--- src/rtl/uart_pkg.sv ---
// +--------------------------------------------------------------------+
// | uart_pkg : UART state encoding and line-level constants            |
// | Rev 1.0                                                            |
// +--------------------------------------------------------------------+
`default_nettype none

package uart_pkg;

  typedef enum logic [2:0] {
    IDLE   = 3'd0,
    START  = 3'd1,
    DATA   = 3'd2,
    PARITY = 3'd3,
    STOP   = 3'd4
  } uart_state_t;

  localparam int   DATA_BITS   = 8;
  localparam logic START_LEVEL = 1'b0;
  localparam logic STOP_LEVEL  = 1'b1;
  localparam logic IDLE_LEVEL  = 1'b1;

endpackage

`default_nettype wire

--- src/rtl/uart_word_tx_if.sv ---
// +--------------------------------------------------------------------+
// | uart_word_tx_if : start/word request and serial-line status bundle |
// | Rev 1.0                                                            |
// +--------------------------------------------------------------------+
`default_nettype none

interface uart_word_tx_if #(
  parameter int NUM_BYTES = 8
);
  localparam int IDX_W = (NUM_BYTES > 1) ? $clog2(NUM_BYTES) : 1;

  logic                   transmit;
  logic [8*NUM_BYTES-1:0] tx_word;
  logic                   tx;
  logic                   is_transmitting;
  logic                   tx_done;
  logic [IDX_W-1:0]       byte_index;

  modport master (
    output transmit, tx_word,
    input  tx, is_transmitting, tx_done, byte_index
  );

  modport slave (
    input  transmit, tx_word,
    output tx, is_transmitting, tx_done, byte_index
  );
endinterface

`default_nettype wire

--- src/rtl/uart_baud_tick.sv ---
// +--------------------------------------------------------------------+
// | uart_baud_tick : one-cycle pulse every BIT_CYCLES clocks           |
// | Rev 1.0                                                            |
// +--------------------------------------------------------------------+
`default_nettype none

module uart_baud_tick #(
  parameter int BIT_CYCLES = 434
) (
  input  wire  clk,
  input  wire  rst,
  input  wire  clear,
  output logic tick
);
  localparam int              CNT_W = (BIT_CYCLES > 2) ? $clog2(BIT_CYCLES) : 1;
  localparam logic [CNT_W-1:0] LAST = CNT_W'(BIT_CYCLES - 1);

  logic [CNT_W-1:0] cnt_q;

  always_ff @(posedge clk or posedge rst) begin
    if (rst) begin
      cnt_q <= '0;
    end else if (clear || (cnt_q == LAST)) begin
      cnt_q <= '0;
    end else begin
      cnt_q <= cnt_q + 1'b1;
    end
  end

  // A restart must not see a stale wrap from the free-running idle count.
  assign tick = (cnt_q == LAST) && !clear;

endmodule

`default_nettype wire

--- src/rtl/uart_word_tx.sv ---
// +--------------------------------------------------------------------+
// | uart_word_tx : sends a word as NUM_BYTES UART frames, LSB first    |
// | Option: UART_WORD_TX_PARITY_EN adds an even-parity bit per frame   |
// | Rev 1.0                                                            |
// +--------------------------------------------------------------------+
`default_nettype none

module uart_word_tx
  import uart_pkg::*;
#(
  parameter int BIT_CYCLES = 434,
  parameter int NUM_BYTES  = 8
) (
  input  wire           clk,
  input  wire           rst,
  uart_word_tx_if.slave bus
);
  localparam int               WORD_W    = 8 * NUM_BYTES;
  localparam int               IDX_W     = (NUM_BYTES > 1) ? $clog2(NUM_BYTES) : 1;
  localparam logic [IDX_W-1:0] LAST_BYTE = IDX_W'(NUM_BYTES - 1);
  localparam logic [2:0]       LAST_BIT  = 3'(DATA_BITS - 1);

  uart_state_t       state_q;
  logic [WORD_W-1:0] shift_q;
  logic [2:0]        bit_cnt_q;
  logic [IDX_W-1:0]  byte_idx_q;
  logic              tx_q;
  logic              busy_q;
  logic              done_q;
`ifdef UART_WORD_TX_PARITY_EN
  logic              par_q;
`endif

  logic accept;
  logic tick;

  assign accept = (state_q == IDLE) && bus.transmit;

  uart_baud_tick #(
    .BIT_CYCLES (BIT_CYCLES)
  ) u_baud (
    .clk   (clk),
    .rst   (rst),
    .clear (accept),
    .tick  (tick)
  );

  always_ff @(posedge clk or posedge rst) begin
    if (rst) begin
      state_q    <= IDLE;
      shift_q    <= '0;
      bit_cnt_q  <= '0;
      byte_idx_q <= '0;
      tx_q       <= IDLE_LEVEL;
      busy_q     <= 1'b0;
      done_q     <= 1'b0;
`ifdef UART_WORD_TX_PARITY_EN
      par_q      <= 1'b0;
`endif
    end else begin
      done_q <= 1'b0;
      case (state_q)
        IDLE: begin
          if (accept) begin
            shift_q    <= bus.tx_word;
            bit_cnt_q  <= '0;
            byte_idx_q <= '0;
            tx_q       <= START_LEVEL;
            busy_q     <= 1'b1;
            state_q    <= START;
          end
        end
        START: begin
          if (tick) begin
            tx_q      <= shift_q[0];
            bit_cnt_q <= '0;
            state_q   <= DATA;
`ifdef UART_WORD_TX_PARITY_EN
            par_q     <= ^shift_q[DATA_BITS-1:0];
`endif
          end
        end
        DATA: begin
          // The whole word shifts once per data bit, so after eight bits
          // the next byte already sits at the bottom of shift_q.
          if (tick) begin
            shift_q <= shift_q >> 1;
            if (bit_cnt_q == LAST_BIT) begin
`ifdef UART_WORD_TX_PARITY_EN
              tx_q    <= par_q;
              state_q <= PARITY;
`else
              tx_q    <= STOP_LEVEL;
              state_q <= STOP;
`endif
            end else begin
              bit_cnt_q <= bit_cnt_q + 3'd1;
              tx_q      <= shift_q[1];
            end
          end
        end
`ifdef UART_WORD_TX_PARITY_EN
        PARITY: begin
          if (tick) begin
            tx_q    <= STOP_LEVEL;
            state_q <= STOP;
          end
        end
`endif
        STOP: begin
          if (tick) begin
            if (byte_idx_q == LAST_BYTE) begin
              byte_idx_q <= '0;
              busy_q     <= 1'b0;
              done_q     <= 1'b1;
              state_q    <= IDLE;
            end else begin
              byte_idx_q <= byte_idx_q + 1'b1;
              tx_q       <= START_LEVEL;
              state_q    <= START;
            end
          end
        end
        default: begin
          tx_q    <= IDLE_LEVEL;
          busy_q  <= 1'b0;
          state_q <= IDLE;
        end
      endcase
    end
  end

  assign bus.tx              = tx_q;
  assign bus.is_transmitting = busy_q;
  assign bus.tx_done         = done_q;
  assign bus.byte_index      = byte_idx_q;

endmodule

`default_nettype wire

--- src/flat_wrapper.sv ---
// flat-port wrapper written by rule: the top's interface ports become plain ports
module uart_word_tx_flat import uart_pkg::*;
#(
  parameter int BIT_CYCLES = 434,
  parameter int NUM_BYTES  = 8
)
  (clk, rst, bus_transmit, bus_tx_word, bus_tx, bus_is_transmitting, bus_tx_done, bus_byte_index);
  uart_word_tx_if #(.NUM_BYTES(NUM_BYTES)) bus_i ();
  input  wire clk;
  input  wire rst;
  input wire logic [$bits(bus_i.transmit)-1:0] bus_transmit;
  input wire logic [$bits(bus_i.tx_word)-1:0] bus_tx_word;
  output wire logic [$bits(bus_i.tx)-1:0] bus_tx;
  output wire logic [$bits(bus_i.is_transmitting)-1:0] bus_is_transmitting;
  output wire logic [$bits(bus_i.tx_done)-1:0] bus_tx_done;
  output wire logic [$bits(bus_i.byte_index)-1:0] bus_byte_index;
  assign bus_i.transmit = bus_transmit;
  assign bus_i.tx_word = bus_tx_word;
  assign bus_tx = bus_i.tx;
  assign bus_is_transmitting = bus_i.is_transmitting;
  assign bus_tx_done = bus_i.tx_done;
  assign bus_byte_index = bus_i.byte_index;
  uart_word_tx #(.BIT_CYCLES(BIT_CYCLES), .NUM_BYTES(NUM_BYTES)) u_core (.clk(clk), .rst(rst), .bus(bus_i));
endmodule
--- config.mk ---
export PLATFORM = sky130hd
export DESIGN_NAME = uart_word_tx_flat
export DESIGN_NICKNAME = d
export VERILOG_FILES = /design/src/rtl/uart_pkg.sv /design/src/rtl/uart_word_tx_if.sv /design/src/rtl/uart_baud_tick.sv /design/src/rtl/uart_word_tx.sv /design/src/flat_wrapper.sv
export SDC_FILE = /design/constraint.sdc
export NUM_CORES = 1
export LEC_CHECK = 0
export ABC_CLOCK_PERIOD_IN_PS = 6890
export BUFFER_PORTS_ARGS = -buffer_cell sky130_fd_sc_hd__buf_4
export CAP_MARGIN = 30
export CORE_ASPECT_RATIO = 0.8
export CORE_MARGIN = 1.5
export CORE_UTILIZATION = 30
export DETAILED_ROUTE_END_ITERATION = 10
export PLACE_DENSITY = 0.57
export SLEW_MARGIN = 20
export SYNTH_ARGS = -nofsm -noshare
export SYNTH_HDL_FRONTEND = slang
export SYNTH_SLANG_ARGS = --single-unit
--- constraint.sdc ---
create_clock -name clk -period 6.89 [get_ports clk]
set_input_delay 1.378 -clock clk [delete_from_list [all_inputs] [get_ports clk]]
set_output_delay 1.378 -clock clk [all_outputs]
set_load 0.01 [all_outputs]
# After elaboration in Yosys (flattened, before gate mapping)
# Index checks and enable logic that the tools add are counted.
# totals
reg_bits	85
input_bits	67
output_inout_bits	6
wordCells	74
# op_classes
n_addsub	3
eq_ne	14
n_mux	33
bitwise_logic	1
n_reduce_logical	15
# op_table
cell	count
$mux W64	2
$pmux W64 S2	1
$mux W3	11
$reduce_and A5 Y1	3
$mux W1	13
$pmux W3 S4	1
$ne A2 B1 Y1 const B	5
$add A9 B1 Y9 const B	1
$eq A3 B3 Y1 const B	3
$eq A9 B9 Y1 const B	1
$mux W9	1
$pmux W3 S3	1
$add A3 B1 Y3 const B	2
$ne A2 B2 Y1 const B	3
$pmux W3 S2	1
$reduce_and A3 Y1	2
$pmux W1 S4	1
$reduce_and A4 Y1	1
$reduce_bool A2 Y1	2
$eq A3 B1 Y1 const B	1
$eq A3 B2 Y1 const B	1
$logic_not A3 Y1	1
$pmux W1 S3	1
$reduce_bool A3 Y1	1
other kinds (5)	6

# Depth between registers and ports, before layout
# depth
depth_word	6
mapped_depth	9
mapped_depth_nobuf	6

# By module
# A second synthesis with hierarchy kept.
# unflattened
hier_cells	406
hier_area_um2	4174.0
# by_module_without_submodules
module	n_inst	cells_each	area_each_um2	seq_area_each_um2
uart_word_tx	1	357	3683.5	1903.1
uart_baud_tick	1	49	490.5	225.2

# Worst setup path after synthesis
# No wires, ideal clock.
# synth_timing
path_kind	input to register
startpoint	input bus_transmit
endpoint	register u_core.shift_q[0]
setup_ns	0.132
t_arrival_ns	2.268
t_required_ns	6.758
setup_slack_ns	4.489
cell_stages	6
n_path_buf	2
path_cell_list	nor4b_2 -> a31oi_4 -> buf_4 -> buf_6 -> nand2_1 -> o21ai_1
# synth_between
elab_chain_cells	5
elab_cells_between_ends	6
cone_classes	2 x eq/ne; 4 x reduce/logical
# synth_rtl
element	line_no	rtl
from (decl)	flat_wrapper.sv:11	input wire logic [$bits(bus_i.transmit)-1:0] bus_transmit;
$logic_and A1 B1 Y1 (*)	uart_word_tx.sv:37	assign accept = (state_q == IDLE) && bus.transmit;
$logic_not A1 Y1	uart_baud_tick.sv:31	assign tick = (cnt_q == LAST) && !clear;
$logic_and A1 B1 Y1	uart_baud_tick.sv:31	
$ne A2 B1 Y1 (no line)	--	
$reduce_and A3 Y1 (no line) (*)	--	
to (signal assigned)	uart_word_tx.sv:65	shift_q <= bus.tx_word;
to (signal assigned)	uart_word_tx.sv:87	shift_q <= shift_q >> 1;
to (decl)	uart_word_tx.sv:24	logic [WORD_W-1:0] shift_q;
# Every way passes the cells marked *; elsewhere a longest branch is shown, timed or not.
# A chain may end at the register's enable or synchronous reset.

# Worst setup path in the final report
# layout_timing
startpoint	register u_core.state_q[1]
endpoint	register u_core.shift_q[47]
# layout_between
elab_chain_cells	6
elab_cells_between_ends	10
cone_classes	3 x eq/ne; 1 x mux; 6 x reduce/logical
# layout_rtl
element	line_no	rtl
from (decl)	uart_word_tx.sv:23	uart_state_t state_q;
from (signal assigned)	uart_word_tx.sv:50	state_q <= IDLE;
from (signal assigned)	uart_word_tx.sv:70	state_q <= START;
from (signal assigned)	uart_word_tx.sv:77	state_q <= DATA;
$logic_not A3 Y1	uart_word_tx.sv:37, uart_word_tx.sv:62	
$logic_and A1 B1 Y1	uart_word_tx.sv:37	
$logic_not A1 Y1	uart_baud_tick.sv:31	
$logic_and A1 B1 Y1	uart_baud_tick.sv:31	
$ne A2 B1 Y1 (no line)	--	
$reduce_and A3 Y1 (no line)	--	
# Several ways; a longest one is shown, not always the timed one.

==> impl_metrics.xml <==
<?xml version="1.0" encoding="UTF-8"?>
<metrics>
  <group name="placed_design">
    <metric name="place_congestion" unit="">0.7132</metric>
    <metric name="number_of_cells_after_detailed_placement" unit="">627</metric>
    <metric name="dp.final_hpwl" unit="mm">5.680</metric>
    <metric name="placement.io_buffers" unit="">72</metric>
    <metric name="worst_case_setup_slack_after_placement" unit="ps">4161</metric>
  </group>
  <group name="critical_path">
    <metric name="path_max_fanout" unit="">35</metric>
    <metric name="criticalPathCategory" unit="">reg2reg</metric>
    <metric name="critical_path_required" unit="ps">7080</metric>
    <metric name="r2r_start" unit="">u_core.state_q[1]</metric>
    <metric name="crit_start" unit="">u_core.state_q[1]</metric>
    <metric name="timing.critical_path.arrival" unit="ps">2670</metric>
    <metric name="start_kind" unit="">flip-flop</metric>
    <metric name="critical_path.endpoint_type" unit="">flip-flop</metric>
  </group>
  <group name="cells_and_area">
    <metric name="fin_nets" unit="">532</metric>
    <metric name="final_cells" unit="">643</metric>
    <metric name="flow.area_growth_from_synthesis" unit="%">22.81</metric>
    <metric name="layout-drive-gt1-share" unit="%">21.81</metric>
    <metric name="antenna_cells_inserted" unit="">0</metric>
  </group>
  <group name="detailed_routing">
    <metric name="detail_route.iter0.violations" unit="">140</metric>
    <metric name="drt-wirelength-per-cell" unit="um">12.95</metric>
    <metric name="finalWirelength" unit="mm">8.329</metric>
    <metric name="via_count" unit="">2932</metric>
    <metric name="drt_pass1_iterations" unit="">4</metric>
    <metric name="drt.antenna.violating_nets" unit="">0</metric>
    <metric name="detail_route.drc_violations" unit="">0</metric>
    <metric name="drt-vias-per-instance" unit="">4.560</metric>
  </group>
  <group name="yosys">
    <metric name="netlist_instances" unit="">399</metric>
    <metric name="synth_seq_area_share" unit="%">50.91</metric>
    <metric name="ys_types" unit="">45</metric>
    <metric name="synth_seq_cells" unit="">85</metric>
    <metric name="synthesis.yosys.warnings" unit="">0</metric>
    <metric name="syn_avg_cell_area" unit="sq um">10.48</metric>
    <metric name="synthesis.area" unit="sq mm">0.004180</metric>
    <metric name="flip_flop_cell_with_the_highest_count_after_synthesis" unit="">sky130_fd_sc_hd__dfrtp_1</metric>
    <metric name="syn_nets" unit="">472</metric>
    <metric name="post_synth_edffs" unit="">0</metric>
    <metric name="synthArstFlopShare" unit="%">100.0</metric>
  </group>
  <group name="cts">
    <metric name="clock_sink_count" unit="">85</metric>
    <metric name="htreeDepth" unit="">3</metric>
    <metric name="clock_insertion_delay_at_the_later_pin_of_the_skew_report" unit="ps">330</metric>
    <metric name="cts_buffers" unit="">9</metric>
    <metric name="master_cell_of_the_clock_root_buffer" unit="">sky130_fd_sc_hd__clkbuf_16</metric>
    <metric name="maximum_clock_insertion_buffer_count" unit="">2</metric>
    <metric name="ctsHoldBuffers" unit="">0</metric>
    <metric name="postCtsResizedCells" unit="">0</metric>
    <metric name="cts_tree" unit="">yes</metric>
    <metric name="cts_setup_buffers" unit="">0</metric>
    <metric name="clk_pin_slew" unit="ps">60</metric>
  </group>
  <group name="pwr">
    <metric name="leakagePower" unit="nW">2.219</metric>
    <metric name="pwr_total" unit="mW">1.083</metric>
    <metric name="power.density" unit="mW/mm^2">210.9</metric>
    <metric name="ir_worst_vdd" unit="V">0.0001175</metric>
  </group>
  <group name="timing">
    <metric name="fin_worst_skew" unit="ps">10.71</metric>
    <metric name="finalSetupViolCount" unit="">0</metric>
    <metric name="timing.final.hold_violations" unit="">0</metric>
    <metric name="finalSetupTns" unit="ps">0</metric>
    <metric name="min_period" unit="ps">2476</metric>
    <metric name="fin_worst_hold_slack" unit="ps">483.4</metric>
    <metric name="grt_setup_unrepaired" unit="">false</metric>
    <metric name="maxClockFrequency" unit="MHz">403.9</metric>
    <metric name="max-slew-margin-rel" unit="%">55.93</metric>
    <metric name="final_cycle_share" unit="%">35.93</metric>
    <metric name="finalWorstSetupSlack" unit="ps">4414</metric>
    <metric name="finalMaxSlewViolations" unit="">0</metric>
    <metric name="transition_time_of_the_tightest_slew_check_pin" unit="ps">661.0</metric>
  </group>
  <group name="global_route">
    <metric name="remaining_global_route_overflow" unit="">0</metric>
    <metric name="busiest_layer" unit="">met2</metric>
    <metric name="antenna_found_initial" unit="">0</metric>
    <metric name="grt_pass1_vias" unit="">2960</metric>
    <metric name="total_routing_usage_reported_by_global_routing" unit="%">12.36</metric>
    <metric name="gr-usage-met1" unit="%">16.22</metric>
    <metric name="grt_start_max_net_pins" unit="">71</metric>
    <metric name="grt_first_pass_wirelength" unit="mm">14.15</metric>
    <metric name="globalRouteMet3Util" unit="%">4.032</metric>
    <metric name="grtUsageMet2" unit="%">19.49</metric>
  </group>
  <group name="run_status">
    <metric name="status" unit="">completed</metric>
  </group>
  <group name="floorplan">
    <metric name="placeableCoreArea" unit="sq mm">0.01360</metric>
    <metric name="initial_utilization" unit="%">30.74</metric>
    <metric name="die_x" unit="um">135.0</metric>
    <metric name="die-area" unit="sq mm">0.01466</metric>
    <metric name="io-pin-count" unit="">73</metric>
    <metric name="chip_height" unit="um">108.6</metric>
    <metric name="num_rows" unit="">38</metric>
  </group>
  <group name="job">
    <metric name="maxCapViolations" unit="">0</metric>
  </group>
  <group name="hold_path">
    <metric name="hp-class" unit="">reg2reg</metric>
    <metric name="hold_path_startpoint" unit="">u_core.shift_q[2]</metric>
  </group>
</metrics>
==> Yosys cell counts (2+ instances only) <==
| cell | instances | share of area, % |
|---|---|---|
| sky130_fd_sc_hd__o21ai_1 | 65 | 7.8 |
| sky130_fd_sc_hd__nand4_1 | 4 | 0.60 |
| sky130_fd_sc_hd__inv_1 | 8 | 0.72 |
| sky130_fd_sc_hd__nor2_1 | 13 | 1.2 |
| sky130_fd_sc_hd__dfrtp_1 | 84 | 50 |
| sky130_fd_sc_hd__xnor2_1 | 6 | 1.3 |
| sky130_fd_sc_hd__nand3_1 | 5 | 0.60 |
| sky130_fd_sc_hd__nand2b_1 | 3 | 0.45 |
| sky130_fd_sc_hd__buf_4 | 5 | 0.90 |
| sky130_fd_sc_hd__a21oi_1 | 4 | 0.48 |
| sky130_fd_sc_hd__clkbuf_1 | 12 | 1.1 |
| sky130_fd_sc_hd__mux2i_1 | 65 | 16 |
| sky130_fd_sc_hd__o21ai_0 | 5 | 0.60 |
| sky130_fd_sc_hd__nand3b_1 | 5 | 0.90 |
| sky130_fd_sc_hd__ha_1 | 6 | 1.8 |
| sky130_fd_sc_hd__buf_2 | 6 | 0.72 |
| sky130_fd_sc_hd__nand2_1 | 66 | 5.9 |
| sky130_fd_sc_hd__buf_6 | 4 | 1.1 |
| sky130_fd_sc_hd__nor2b_1 | 2 | 0.30 |
| sky130_fd_sc_hd__xor2_1 | 3 | 0.63 |
| sky130_fd_sc_hd__and4_1 | 2 | 0.42 |
| sky130_fd_sc_hd__clkbuf_4 | 2 | 0.36 |
| sky130_fd_sc_hd__a22o_1 | 2 | 0.42 |
==> path summary, 6_finish.rpt <==
kind                                      endpoint  slack (ps)  depth (start not counted)
worst max-delay path            u_core.shift_q[47]        4410                          5
worst min-delay path             u_core.shift_q[2]         480                          2
worst max register to register  u_core.shift_q[47]        4410                          5
worst min register to register   u_core.shift_q[2]         480                          2
max in group asynchronous            u_core.bus.tx        5020                          4
min in group asynchronous       u_core.shift_q[28]         970                          2
==> final cells by class <==
type / instances / area [sq um]
clock inverters: 1 / 30.03
multi-input cells: 277 / 1849
clock buffers: 14 / 264.0
flip-flops and latches: 85 / 2128
inverters: 8 / 31.28
fillers: 1396 / 8464
repair buffers: 78 / 605.6
well taps: 180 / 225.2
==> cells in the final DEF, fill, tap and decap left out, types with 2 or more instances in the layout <==
master                      count
sky130_fd_sc_hd__a21oi_1        4
sky130_fd_sc_hd__a22o_1         2
sky130_fd_sc_hd__and4_1         2
sky130_fd_sc_hd__buf_4         77
sky130_fd_sc_hd__clkbuf_1       3
sky130_fd_sc_hd__clkbuf_16      9
sky130_fd_sc_hd__clkbuf_8       2
sky130_fd_sc_hd__dfrtp_1       84
sky130_fd_sc_hd__ha_1           6
sky130_fd_sc_hd__inv_1          7
sky130_fd_sc_hd__mux2i_1       65
sky130_fd_sc_hd__nand2_1       66
sky130_fd_sc_hd__nand2b_1       3
sky130_fd_sc_hd__nand3_1        5
sky130_fd_sc_hd__nand3b_1       5
sky130_fd_sc_hd__nand4_1        4
sky130_fd_sc_hd__nor2_1        13
sky130_fd_sc_hd__nor2b_1        2
sky130_fd_sc_hd__o21ai_0        5
sky130_fd_sc_hd__o21ai_1       65
sky130_fd_sc_hd__xnor2_1        6
sky130_fd_sc_hd__xor2_1         3
==> worst max-delay path: stages (launching register included) <==
cell and delay, ps:
sky130_fd_sc_hd__dfrtp_1 650, sky130_fd_sc_hd__nor3b_4 250, sky130_fd_sc_hd__buf_4 490, sky130_fd_sc_hd__buf_4 580, sky130_fd_sc_hd__mux2i_1 270, sky130_fd_sc_hd__o21ai_1 80
==> state kept, by name (all words and copies together), names as in the netlist <==
register and flops:
u_core.bus.tx 1, u_core.u_baud.cnt_q 9, u_core.bus.is_transmitting 1, u_core.state_q 3, u_core.bus.tx_done 1, u_core.bit_cnt_q 3
u_core.shift_q 64, u_core.bus.byte_index 3
==> kinds of logic after synthesis <==
| logic type | count (synthesis) | synth area share [%] |
|---|---|---|
| AO/OA/AOI/OAI | 85 | 11.55 |
| XOR/XNOR | 9 | 1.886 |
| adder cells (fa/ha/maj) | 6 | 1.796 |
| buffers and inverters | 37 | 4.849 |
| flip-flops | 85 | 50.91 |
| multiplexers | 66 | 15.92 |
| AND/OR/NAND/NOR | 111 | 13.08 |
==> per-stage QoR <==
stage          area, sq um  utilization [%]
6_report              5134            37.75
3_5_place_dp          4812            35.39
3_3_place_gp          4812            35.39
2_1_floorplan         4180                -
4_1_cts               5106            37.55
5_1_grt               5134            37.75
==> report_power, final <==
part           total, mW  switching [mW]  leakage, nW  internal (mW)
sequential         0.529          0.0106         1.07          0.518
clock              0.483           0.184        0.143          0.299
combinational     0.0702          0.0298         1.00         0.0404
total               1.08           0.224         2.22          0.858
==> layer usage <==
layer  vias up  routed length (um)
li1       1487                   -
met4         0                 106
met1      1383                3864
met5         -                   0
met3        10                 399
met2        52                3959
Power figures use the tool's default switching activity.
